## src/rtl/bcd_seg_mux.sv

```systemverilog
// bcd_seg_mux -- two-digit multiplexed 7-segment driver.
//
// Captures a BCD tens/ones pair on load and time-multiplexes it onto a
// common segment bus. Each digit is lit for REFRESH_DIV cycles, with a
// one-cycle all-off gap between digits so the segment bus never changes
// while an anode is enabled. Refresh period is 2*REFRESH_DIV+2 cycles.
//
// Ports
//   clk       sole clock, rising edge
//   reset     synchronous active-high reset (overrides load/clr)
//   load      single-cycle strobe, captures n2/n1
//   clr       synchronous clear of captured value, back to blank
//   n2, n1    tens / ones digit in BCD
//   blank_lz  suppress a tens digit of 0 (live input, not captured)
//   seg[6:0]  active-low segments a..g
//   an[1:0]   active-low digit enables, an[0]=ones, an[1]=tens
//   valid     a captured value is being displayed
//   err       a captured digit is outside 0..9
module bcd_seg_mux #(
   parameter int REFRESH_DIV = 16
) (
   input  logic       clk,
   input  logic       reset,
   input  logic       load,
   input  logic       clr,
   input  logic [3:0] n2,
   input  logic [3:0] n1,
   input  logic       blank_lz,
   output logic [6:0] seg,
   output logic [1:0] an,
   output logic       valid,
   output logic       err
);

   localparam int CW = (REFRESH_DIV > 1) ? $clog2(REFRESH_DIV) : 1;
   localparam logic [CW-1:0] LAST = CW'(REFRESH_DIV - 1);

   typedef enum logic [2:0] {
      IDLE = 3'd0,
      ONES = 3'd1,
      GAP1 = 3'd2,
      TENS = 3'd3,
      GAP0 = 3'd4
   } state_t;

   state_t        state;
   logic [CW-1:0] cnt;
   logic [3:0]    d2, d1;

   function automatic logic [6:0] seg7(input logic [3:0] v);
      case (v)
         4'd0:    seg7 = 7'b0000001;
         4'd1:    seg7 = 7'b1001111;
         4'd2:    seg7 = 7'b0010010;
         4'd3:    seg7 = 7'b0000110;
         4'd4:    seg7 = 7'b1001100;
         4'd5:    seg7 = 7'b0100100;
         4'd6:    seg7 = 7'b0100000;
         4'd7:    seg7 = 7'b0001111;
         4'd8:    seg7 = 7'b0000000;
         4'd9:    seg7 = 7'b0000100;
         default: seg7 = 7'b1111110; // dash for non-BCD
      endcase
   endfunction

   always_ff @(posedge clk) begin
      if (reset) begin
         state <= IDLE;
         cnt   <= '0;
         d2    <= '0;
         d1    <= '0;
      end else if (clr) begin
         state <= IDLE;
         cnt   <= '0;
         d2    <= '0;
         d1    <= '0;
      end else begin
         // Capture is independent of state: a load mid-refresh just swaps
         // the displayed value without disturbing the slot timing.
         if (load) begin
            d2 <= n2;
            d1 <= n1;
         end
         case (state)
            IDLE: begin
               cnt <= '0;
               if (load) state <= ONES;
            end
            ONES: begin
               if (cnt == LAST) begin
                  state <= GAP1;
                  cnt   <= '0;
               end else begin
                  cnt <= cnt + CW'(1);
               end
            end
            GAP1: begin
               state <= TENS;
               cnt   <= '0;
            end
            TENS: begin
               if (cnt == LAST) begin
                  state <= GAP0;
                  cnt   <= '0;
               end else begin
                  cnt <= cnt + CW'(1);
               end
            end
            GAP0: begin
               state <= ONES;
               cnt   <= '0;
            end
            default: begin
               state <= IDLE;
               cnt   <= '0;
            end
         endcase
      end
   end

   // Moore decode from registered state and digits; blank_lz is live.
   always_comb begin
      an    = 2'b11;
      seg   = 7'b1111111;
      valid = (state != IDLE);
      err   = valid & ((d2 > 4'd9) | (d1 > 4'd9));
      case (state)
         ONES: begin
            an  = 2'b10;
            seg = seg7(d1);
         end
         TENS: begin
            if (!(blank_lz && d2 == 4'd0)) begin
               an  = 2'b01;
               seg = seg7(d2);
            end
         end
         default: begin
            an  = 2'b11;
            seg = 7'b1111111;
         end
      endcase
   end

endmodule

```

## config.mk

```make
export PLATFORM = sky130hd
export DESIGN_NAME = bcd_seg_mux
export DESIGN_NICKNAME = d
export VERILOG_FILES = /design/src/rtl/bcd_seg_mux.sv
export SDC_FILE = /design/constraint.sdc
export NUM_CORES = 1
export LEC_CHECK = 0
export CORE_MARGIN = 2
export CORE_UTILIZATION = 61
export DETAILED_ROUTE_END_ITERATION = 10
export DONT_BUFFER_PORTS = 1
export PLACE_DENSITY = 0.88
export SYNTH_ARGS = -nofsm -noshare
export SYNTH_HDL_FRONTEND = slang
export SYNTH_SLANG_ARGS = --single-unit
```

## constraint.sdc

```tcl
create_clock -name clk -period 1.8 [get_ports clk]
set_clock_uncertainty 0.15 [all_clocks]
set_input_delay 0.27 -clock clk [delete_from_list [all_inputs] [get_ports clk]]
set_output_delay 0.27 -clock clk [all_outputs]
set_load 0.05 [all_outputs]
```

==> results of run 1 <==
## cells in the mapped netlist (2+ instances only)
library cell and count:
dfxtp_1 29, inv_2 2, inv_1 6, nand2_4 3
buf_6 3, nor3_2 2, nand3_1 2, o21ai_0 6
nand2b_1 2, nor2_1 14, nor2_8 2, xor2_1 2
a21oi_1 8, mux2i_1 3, nor3_4 2, a211oi_1 2
nand2_1 6, nor3_1 5, mux2_4 3, o22a_1 8
ha_1 13
## what timing repair did
action,4_1_cts,5_1_grt
endpoints found under the setup margin,10,13
pin swaps,2,4
setup buffers,1,2
hold buffers,2,0
endpoints found under the hold margin,1,0
gates resized for setup,19,3
## how the worst max path moves through the flow
stage              from  cells past startpoint        end  slack, ns
2_1_floorplan  state[1]                      2        err      -0.03
3_3_place_gp      reset                      5  flip-flop       0.11
3_5_place_dp      reset                      5  flip-flop       0.02
4_1_cts           d2[0]                      4     seg[5]      -0.12
5_1_grt           d2[0]                      4     seg[6]      -0.16
6_report          d2[0]                      4     seg[6]      -0.11
## kinds of logic (layout without fill, tap and decap cells)
family	Yosys count	after routing	share of synthesized area
and+or+nand+nor	46	46	0.204
AOI/OAI and AO/OA	31	31	0.151
DFF	29	29	0.390
buffers and inverters	14	33	0.0606
adders and majority gates	13	13	0.109
muxes	8	8	0.0673
xor gates and xnor gates	3	3	0.0177
## per-stage QoR
step | instances | setup slack (ns) | utilization | hold WS, ns
2_1_floorplan | 144 | -0.0326 | - | 0.267
3_3_place_gp | 178 | 0.108 | 0.705 | 0.278
3_5_place_dp | 178 | 0.0208 | 0.705 | 0.300
4_1_cts | 189 | -0.122 | 0.792 | 0.0106
5_1_grt | 191 | -0.165 | 0.803 | 0.0188
6_report | 191 | -0.113 | 0.803 | 0.00961
## power by group through the flow
stage / logic [mW] / clock network [mW] / registers, mW
floorplan: 0.157 / 0 / 0.694
global placement: 0.173 / 0 / 0.698
detailed placement: 0.179 / 0 / 0.699
CTS: 0.200 / 0.452 / 0.689
global route: 0.220 / 0.493 / 0.693
finish: 0.210 / 0.453 / 0.690
## placed cells by master, fill, tap and decap left out, types with 2 or more instances in the layout
| master | synthesis | layout |
|---|---|---|
| nor2_1 | 14 | 14 |
| a211oi_1 | 2 | 2 |
| dfxtp_2 | 0 | 4 |
| nor3_4 | 2 | 2 |
| nor3_1 | 5 | 5 |
| nand2_4 | 3 | 3 |
| nand2_1 | 6 | 5 |
| inv_2 | 2 | 2 |
| dfxtp_1 | 29 | 24 |
| nor2_8 | 2 | 2 |
| mux2i_1 | 3 | 3 |
| o22a_4 | 0 | 7 |
| nor3_2 | 2 | 2 |
| ha_1 | 13 | 13 |
| xor2_1 | 2 | 2 |
| inv_1 | 6 | 6 |
| a221oi_2 | 1 | 2 |
| mux2_4 | 3 | 3 |
| clkbuf_4 | 0 | 5 |
| clkbuf_8 | 0 | 2 |
| a21oi_1 | 8 | 8 |
| buf_4 | 0 | 12 |
| o21ai_0 | 6 | 6 |
| dlygate4sd3_1 | 0 | 2 |
## metal layers
metal | wire length, µm | global-route usage | vias to the layer above
li1 | - | - | 535
met1 | 1370 | 0.308 | 573
met2 | 1850 | 0.490 | 41
met3 | 175 | 0.0734 | 16
met4 | 172 | 0.145 | 0
met5 | 0 | 0 | -
## cell type report
cell class	count	area, µm²	area share
well taps	28	35.0	0.0194
multi-input cells	101	933	0.516
inverters	10	52.6	0.0290
flip-flops and latches	29	589	0.326
clock inverters	1	5.00	0.00276
repair buffers	15	130	0.0719
clock buffers	7	65.1	0.0359
==> results.toml, run 1 <==
[sta]
min_period_over_period = 1.06
finalCriticalPeriod_ns = 1.91
hold_violations = 0
rsz0062_at_grt = "true"
finalSetupViolations = 9
fin_setup_tns_ns = -0.798
fmaxAchievable_ghz = 0.523
setup_ws_ns = -0.113
tightest_slew_ns = 0.541
drv_slew = 0
relSlewSlack = 0.639

[power]
clkPwrFrac = 0.335
total_power_mw = 1.35
combPwrFrac = 0.155
switching_share = 0.275
switchingPower_mw = 0.372
p_leak_nw = 0.767
seqPwrFrac = 0.510
p_int_mw = 0.982
ir_drop_mv = 0.824
p_per_area_nw_per_um2 = 748

[die]
core_area_um2 = 2250
die_height_um = 53.4
die_area_um2 = 2850
dieWidth_um = 53.4
initial_core_util = 0.660
io_pins = 24
rows = 17

[setup_path]
crit_required_ns = 1.38
reg2regPathDepth = 7
reg2reg_from = "d2[1]"
critical_path_class = "reg -> out"
critical_path_buf_inv_count = 0
rrSetupSlack_ns = 0.08
end_kind = "output port"
slowest_delay_ns = 0.34
worstPathMaxFanout = 8
slowest_stage = "dfxtp_2"
start_kind = "flip-flop"
path_cells = "nor4_4 -> nand2_1 -> nand3_4 -> o22a_4"
crit_family = "simple AND/OR/NAND/NOR gates"
critPathArrivalTime_ns = 1.49

[worst_hold_path]
hp-class = "in -> reg"
hold_end = "d1[1]"
hold_start = "n1[1]"
whs_path_depth = 2

[yosys]
ys_types = 42
synth.yosys.seq_area_share = 0.390
synthCells = 144
synth_ff_type = "dfxtp_1"
synth_top_cells_by_area = "dfxtp_1 (39%), ha_1 (11%), o22a_1 (4.7%)"
synth_seq_cells = 29
synth_edf_count = 0
synthArstFlopShare = 0
yosys.area.top_type = "dfxtp_1"
synth_area_per_cell_um2 = 10.3
synth_top_area_frac = 0.390
syn-num-nets = 170
synthesis.area_um2 = 1490
yosys_warnings = 0

[run_status]
status = "finished with violations"
violations = "setup timing"

[grt]
grt_pass1_vias = 1127
grt_max_degree = 10
antenna_found_initial = 0
grt_overflow = 0
grt_first_pass_wirelength_um = 5420
grt_use_total = 0.281

[clock_tree]
cts_tree = "built"
cts_buffers = 5
h-tree-depth = 2
root_buffer = "clkbuf_4"
path_clk_slew_ns = 0.10
cts_buffer_depth = 2
cts.sinks = 29
clk_latency_ns = 0.33

[detailed_routing]
postRouteAntennaNets = 0
drt-total-wl_um = 3570
drt_iter0_drc = 29
drt_pass1_iterations = 4
wl_per_cell_um = 18.7
drc = 0
via_per_inst = 6.10
vias = 1165

[place]
dp_hpwl_um = 2310
port-buffer-count = 0
placed_area_um2 = 1590
gp_routability_congestion = 0.916

[finish]
fillCellCount = 143
nets = 188
area_delta_synth_final_pct = 21.7
postLayoutCellArea_um2 = 1810
diodes = 0
drive_above_1_share = 0.387

[run]
cap_violations = 0
(Power assumes the default switching activity.)
==> run 2, diff against run 1 <==
--- a/config.mk
+++ b/config.mk
@@ -6,10 +6,11 @@
 export NUM_CORES = 1
 export LEC_CHECK = 0
 export CORE_MARGIN = 2
-export CORE_UTILIZATION = 61
+export CORE_UTILIZATION = 55
 export DETAILED_ROUTE_END_ITERATION = 10
 export DONT_BUFFER_PORTS = 1
-export PLACE_DENSITY = 0.88
+export PLACE_DENSITY = 0.81
+export SLEW_MARGIN = 20
 export SYNTH_ARGS = -nofsm -noshare
 export SYNTH_HDL_FRONTEND = slang
 export SYNTH_SLANG_ARGS = --single-unit
==> run 2 against run 1 <==
  * The flow still finishes with violations (setup timing)
  * Hold slack gained 0.0027 ns
  * Combinational power barely moved
  * Routed wire length down 9.6%
  * Non-clock buffer count unchanged
  * Critical path depth did not move
  * Register-to-register slack better by 0.02 ns
  * Maximum frequency grew 1.3%
  * Critical path type unchanged
  * Largest power group unchanged
==> results.toml, run 2 (synthesis gave the netlist of run 1 again) <==
[detailed_routing]
vias = 1151
via_per_inst = 5.99
drt-total-wl_um = 3220
wl_per_cell_um = 16.8
drc = 0
drt_pass1_iterations = 5
postRouteAntennaNets = 0
drt_iter0_drc = 25

[sta]
tightest_slew_ns = 0.543
rsz0062_at_grt = "true"
drv_slew = 0
setup_ws_ns = -0.0890
finalCriticalPeriod_ns = 1.89
hold_violations = 0
worst_hold_slack_ns = 0.0123
relSlewSlack = 0.638
min_period_over_period = 1.05
finalSetupViolations = 9
fmaxAchievable_ghz = 0.529

[setup_path]
reg2reg_from = "d2[2]"
reg2regPathDepth = 5
cp-endpoint = "seg[3]"
end_kind = "output port"
crit_required_ns = 1.38
rrSetupSlack_ns = 0.10
critical_path_class = "reg -> out"
worstPathMaxFanout = 8
critPathArrivalTime_ns = 1.47
start_kind = "flip-flop"
startpoint = "d2[0]"

[power]
p_per_area_nw_per_um2 = 715
total_power_mw = 1.30
p_leak_nw = 0.755
ir_drop_mv = 0.593

[finish]
multiInputGateArea_um2 = 952
fillCellCount = 187
ff_latch_area_um2 = 592
final_cell_mix = "dfxtp_1 (24), nor2_1 (14), ha_1 (13)"
diodes = 0
area_delta_synth_final_pct = 22.3
nets = 188
mostFrequentLayoutCell = "dfxtp_1"
postLayoutCellArea_um2 = 1820
drive_above_1_share = 0.395
fin_util = 0.721

[die]
die_area_um2 = 3140
die_height_um = 56.0
dieWidth_um = 56.0
rows = 18
initial_core_util = 0.590
io_pins = 24
core_area_um2 = 2520

[worst_hold_path]
hp-class = "in -> reg"

[clock_tree]
h-tree-depth = 2
cts_buffers = 5
cts.sinks = 29
clk_latency_ns = 0.33
root_buffer = "clkbuf_4"
cts_tree = "built"
cts_buffer_depth = 2
path_clk_slew_ns = 0.09

[place]
dp_hpwl_um = 2230
gp_routability_congestion = 0.946
placed_area_um2 = 1590
port-buffer-count = 0

[run_status]
violations = "setup timing"
status = "finished with violations"

[grt]
grt_max_degree = 10
grt_pass1_vias = 1105
grt_overflow = 0
grt_first_pass_wirelength_um = 5260
grt_use_total = 0.220
antenna_found_initial = 0

[run]
cap_violations = 0
[run 2: cell types whose count changed in the layout (fill, tap and decap cells not counted), sizes merged]
cell	delta
clkinv	-1
[run 2: final cells by class]
class	instances	area share
Multi-Input combinational cell	101	0.523
Sequential cell	29	0.325
Clock buffer	7	0.0303
Timing Repair Buffer	15	0.0715
Inverter	10	0.0289
Tap cell	30	0.0206
[run 2: what timing repair did]
action	CTS	global route
cloned	0	0
hold buffers	2	0
setup endpoints to repair	10	12
hold endpoints to repair	1	0
pin swaps	2	3
buffers inserted	2	1
resized for setup	20	7
[run 2: critical path, stage by stage, from the launching register on]
cell     delay (ns)
dfxtp_2        0.34
nor4_4         0.27
nand2_1        0.12
nand3_4        0.15
o22a_4         0.26
[run 2: how the worst min path moves through the flow]
stage | from | to | depth (start not counted)
final | load | state[0] | 2
after global routing | load | state[0] | 2
after CTS | load | state[0] | 2
after detailed placement | cnt[0] | cnt[0] | 1
after global placement | cnt[0] | cnt[0] | 1
after floorplan | cnt[0] | cnt[0] | 1
[run 2: power by group]
| part | switching, mW | internal, mW | total (mW) |
|---|---|---|---|
| Combinational | 0.122 | 0.0869 | 0.209 |
| Clock | 0.220 | 0.184 | 0.404 |
| Sequential | 0.0176 | 0.670 | 0.687 |
| Total | 0.360 | 0.941 | 1.30 |
[run 2: layer usage]
layer,track usage,vias up,wire length [µm]
li1,-,537,-
met1,0.270,553,1310
met2,0.356,49,1590
met3,0.0698,12,252
met4,0.0884,0,76
met5,0,-,0
[run 2: stage by stage]
| stage | TNS (ns) | setup slack, ns | instances |
|---|---|---|---|
| after CTS | -1.04 | -0.146 | 191 |
| after global placement | 0 | 0.101 | 180 |
| after global routing | -1.36 | -0.175 | 192 |
| after floorplan | -0.0326 | -0.0326 | 144 |
| after detailed placement | 0 | 0.0452 | 180 |
| final | -0.643 | -0.0890 | 192 |
==> run 3, diff against run 2 <==
--- a/config.mk
+++ b/config.mk
@@ -6,10 +6,10 @@
 export NUM_CORES = 1
 export LEC_CHECK = 0
 export CORE_MARGIN = 2
-export CORE_UTILIZATION = 55
+export CORE_UTILIZATION = 60
 export DETAILED_ROUTE_END_ITERATION = 10
 export DONT_BUFFER_PORTS = 1
-export PLACE_DENSITY = 0.81
+export PLACE_DENSITY = 0.87
 export SLEW_MARGIN = 20
 export SYNTH_ARGS = -nofsm -noshare
 export SYNTH_HDL_FRONTEND = slang
==> constraint.sdc (replaced) <==
create_clock -name clk -period 2.39 [get_ports clk]
set_clock_uncertainty 0.15 [all_clocks]
set_input_delay 0.3585 -clock clk [delete_from_list [all_inputs] [get_ports clk]]
set_output_delay 0.3585 -clock clk [all_outputs]
set_load 0.05 [all_outputs]
==> run 3 against run 2 <==
  * The run now ends clean
  * Via count decreased by 5.6%
  * Combinational power shrank 27%
  * Register-to-register slack improved by 0.60 ns
  * Routed wire length is 12% lower
  * Largest cell class unchanged
  * Largest power group unchanged
==> results.toml, run 3 (synthesis gave the netlist of run 1 again) <==
[clock_tree]
cts_resized = 0
post-cts-setup-buffers = 0
cts_hold_buf = 0
cts.sinks = 29
clk_latency_ns = 0.33
cts_buffer_depth = 2
cts_buffers = 5
root_buffer = "clkbuf_4"
cts_tree = "built"
path_clk_slew_ns = 0.09
h-tree-depth = 2

[place]
post-place-cells = 181
placed_area_um2 = 1660
dp_hpwl_um = 2270
gp_routability_congestion = 0.914
port-buffer-count = 0

[run_status]
status = "completed"

[power]
seqPwrFrac = 0.546
switchingPower_mw = 0.261
total_power_mw = 0.944
p_int_mw = 0.682
p_leak_nw = 0.748
switching_share = 0.277
p_per_area_nw_per_um2 = 552
ir_drop_mv = 0.465
combPwrFrac = 0.161
clkPwrFrac = 0.294

[finish]
multiInputGateArea_um2 = 817
diodes = 0
final_cells = 189
area_delta_synth_final_pct = 14.9
nets = 184
fin_util = 0.709
ff_latch_area_um2 = 581
drive_above_1_share = 0.258
postLayoutCellArea_um2 = 1710
mostFrequentLayoutCell = "dfxtp_1"
fillCellCount = 163
final_cell_mix = "dfxtp_1 (29), nor2_1 (14), ha_1 (13)"

[sta]
relSlewSlack = 0.656
finalCriticalPeriod_ns = 2.19
min_period_over_period = 0.918
hold_violations = 0
drv_slew = 0
fmaxAchievable_ghz = 0.456
finalSetupViolations = 0
fin_setup_tns_ns = 0
tightest_slew_ns = 0.516
rsz0062_at_grt = "false"

[die]
die_area_um2 = 2890
io_pins = 24
dieWidth_um = 53.8
initial_core_util = 0.617
die_height_um = 53.8
rows = 18
core_area_um2 = 2410

[worst_hold_path]
hold_end = "state[2]"
hp-class = "in -> reg"
whs_path_depth = 3
hold_start = "clr"

[detailed_routing]
via_per_inst = 5.75
vias = 1087
drc = 0
wl_per_cell_um = 15.1
drt-total-wl_um = 2850
drt_pass1_iterations = 4
drt_iter0_drc = 20
postRouteAntennaNets = 0

[grt]
grt_max_degree = 10
grt_use_total = 0.228
antenna_found_initial = 0
grt_first_pass_wirelength_um = 4530
grt_pass1_vias = 1050
grt_overflow = 0

[setup_path]
reg2reg_from = "d2[0]"
critPathArrivalTime_ns = 1.69
rrSetupSlack_ns = 0.70
reg2regPathDepth = 6
worstPathMaxFanout = 8
crit_required_ns = 1.88
start_kind = "flip-flop"
end_kind = "output port"
critical_path_class = "reg -> out"

[run]
cap_violations = 0
## run 3: changes by cell type in the layout (fill, tap and decap cells not counted), sizes merged
| cell | before | now |
|---|---|---|
| buf | 13 | 11 |
| clkbuf | 7 | 6 |
| clkinv | 0 | 2 |
| dlygate4sd3 | 2 | 0 |
## run 3: stage by stage
| step | hold slack (ns) | setup WS, ns |
|---|---|---|
| 6_report | 0.0860 | 0.195 |
| 5_1_grt | 0.0818 | 0.0439 |
| 4_1_cts | 0.0817 | 0.175 |
| 3_5_place_dp | 0.288 | 0.408 |
| 3_3_place_gp | 0.277 | 0.473 |
| 2_1_floorplan | 0.267 | 0.202 |
## run 3: final cells by class
type	count	share of cell area
Multi-Input combinational cell	101	0.478
Sequential cell	29	0.340
Timing Repair Buffer	11	0.0996
Inverter	10	0.0307
Clock buffer	6	0.0242
Tap cell	30	0.0220
Clock inverter	2	0.00586
## run 3: how the worst max path moves through the flow
stage	end	from	cells past startpoint
after global placement	flip-flop	reset	6
after CTS	seg[0]	state[0]	4
after floorplan	seg[0]	state[0]	3
final	seg[1]	state[0]	4
after global routing	seg[1]	d2[0]	5
after detailed placement	flip-flop	reset	6
## run 3: metal layers
metal | global-route usage | vias up | part of all wire
met2 | 0.394 | 21 | 0.53
met5 | 0 | - | 0
met1 | 0.252 | 531 | 0.41
met4 | 0.115 | 0 | 0.011
met3 | 0.0667 | 4 | 0.047
li1 | - | 531 | -
## run 3: worst max-delay path: stages (launching register included)
cell and delay, ns:
dfxtp_1 0.38, nor2b_1 0.23, nand3_1 0.27, o22a_1 0.32, buf_12 0.16
## run 3: power by group through the flow
stage	sequential, mW	combinational (mW)	clock [mW]
floorplan	0.523	0.116	0
global placement	0.525	0.147	0
detailed placement	0.526	0.152	0
CTS	0.515	0.152	0.282
global route	0.517	0.162	0.310
finish	0.515	0.152	0.277
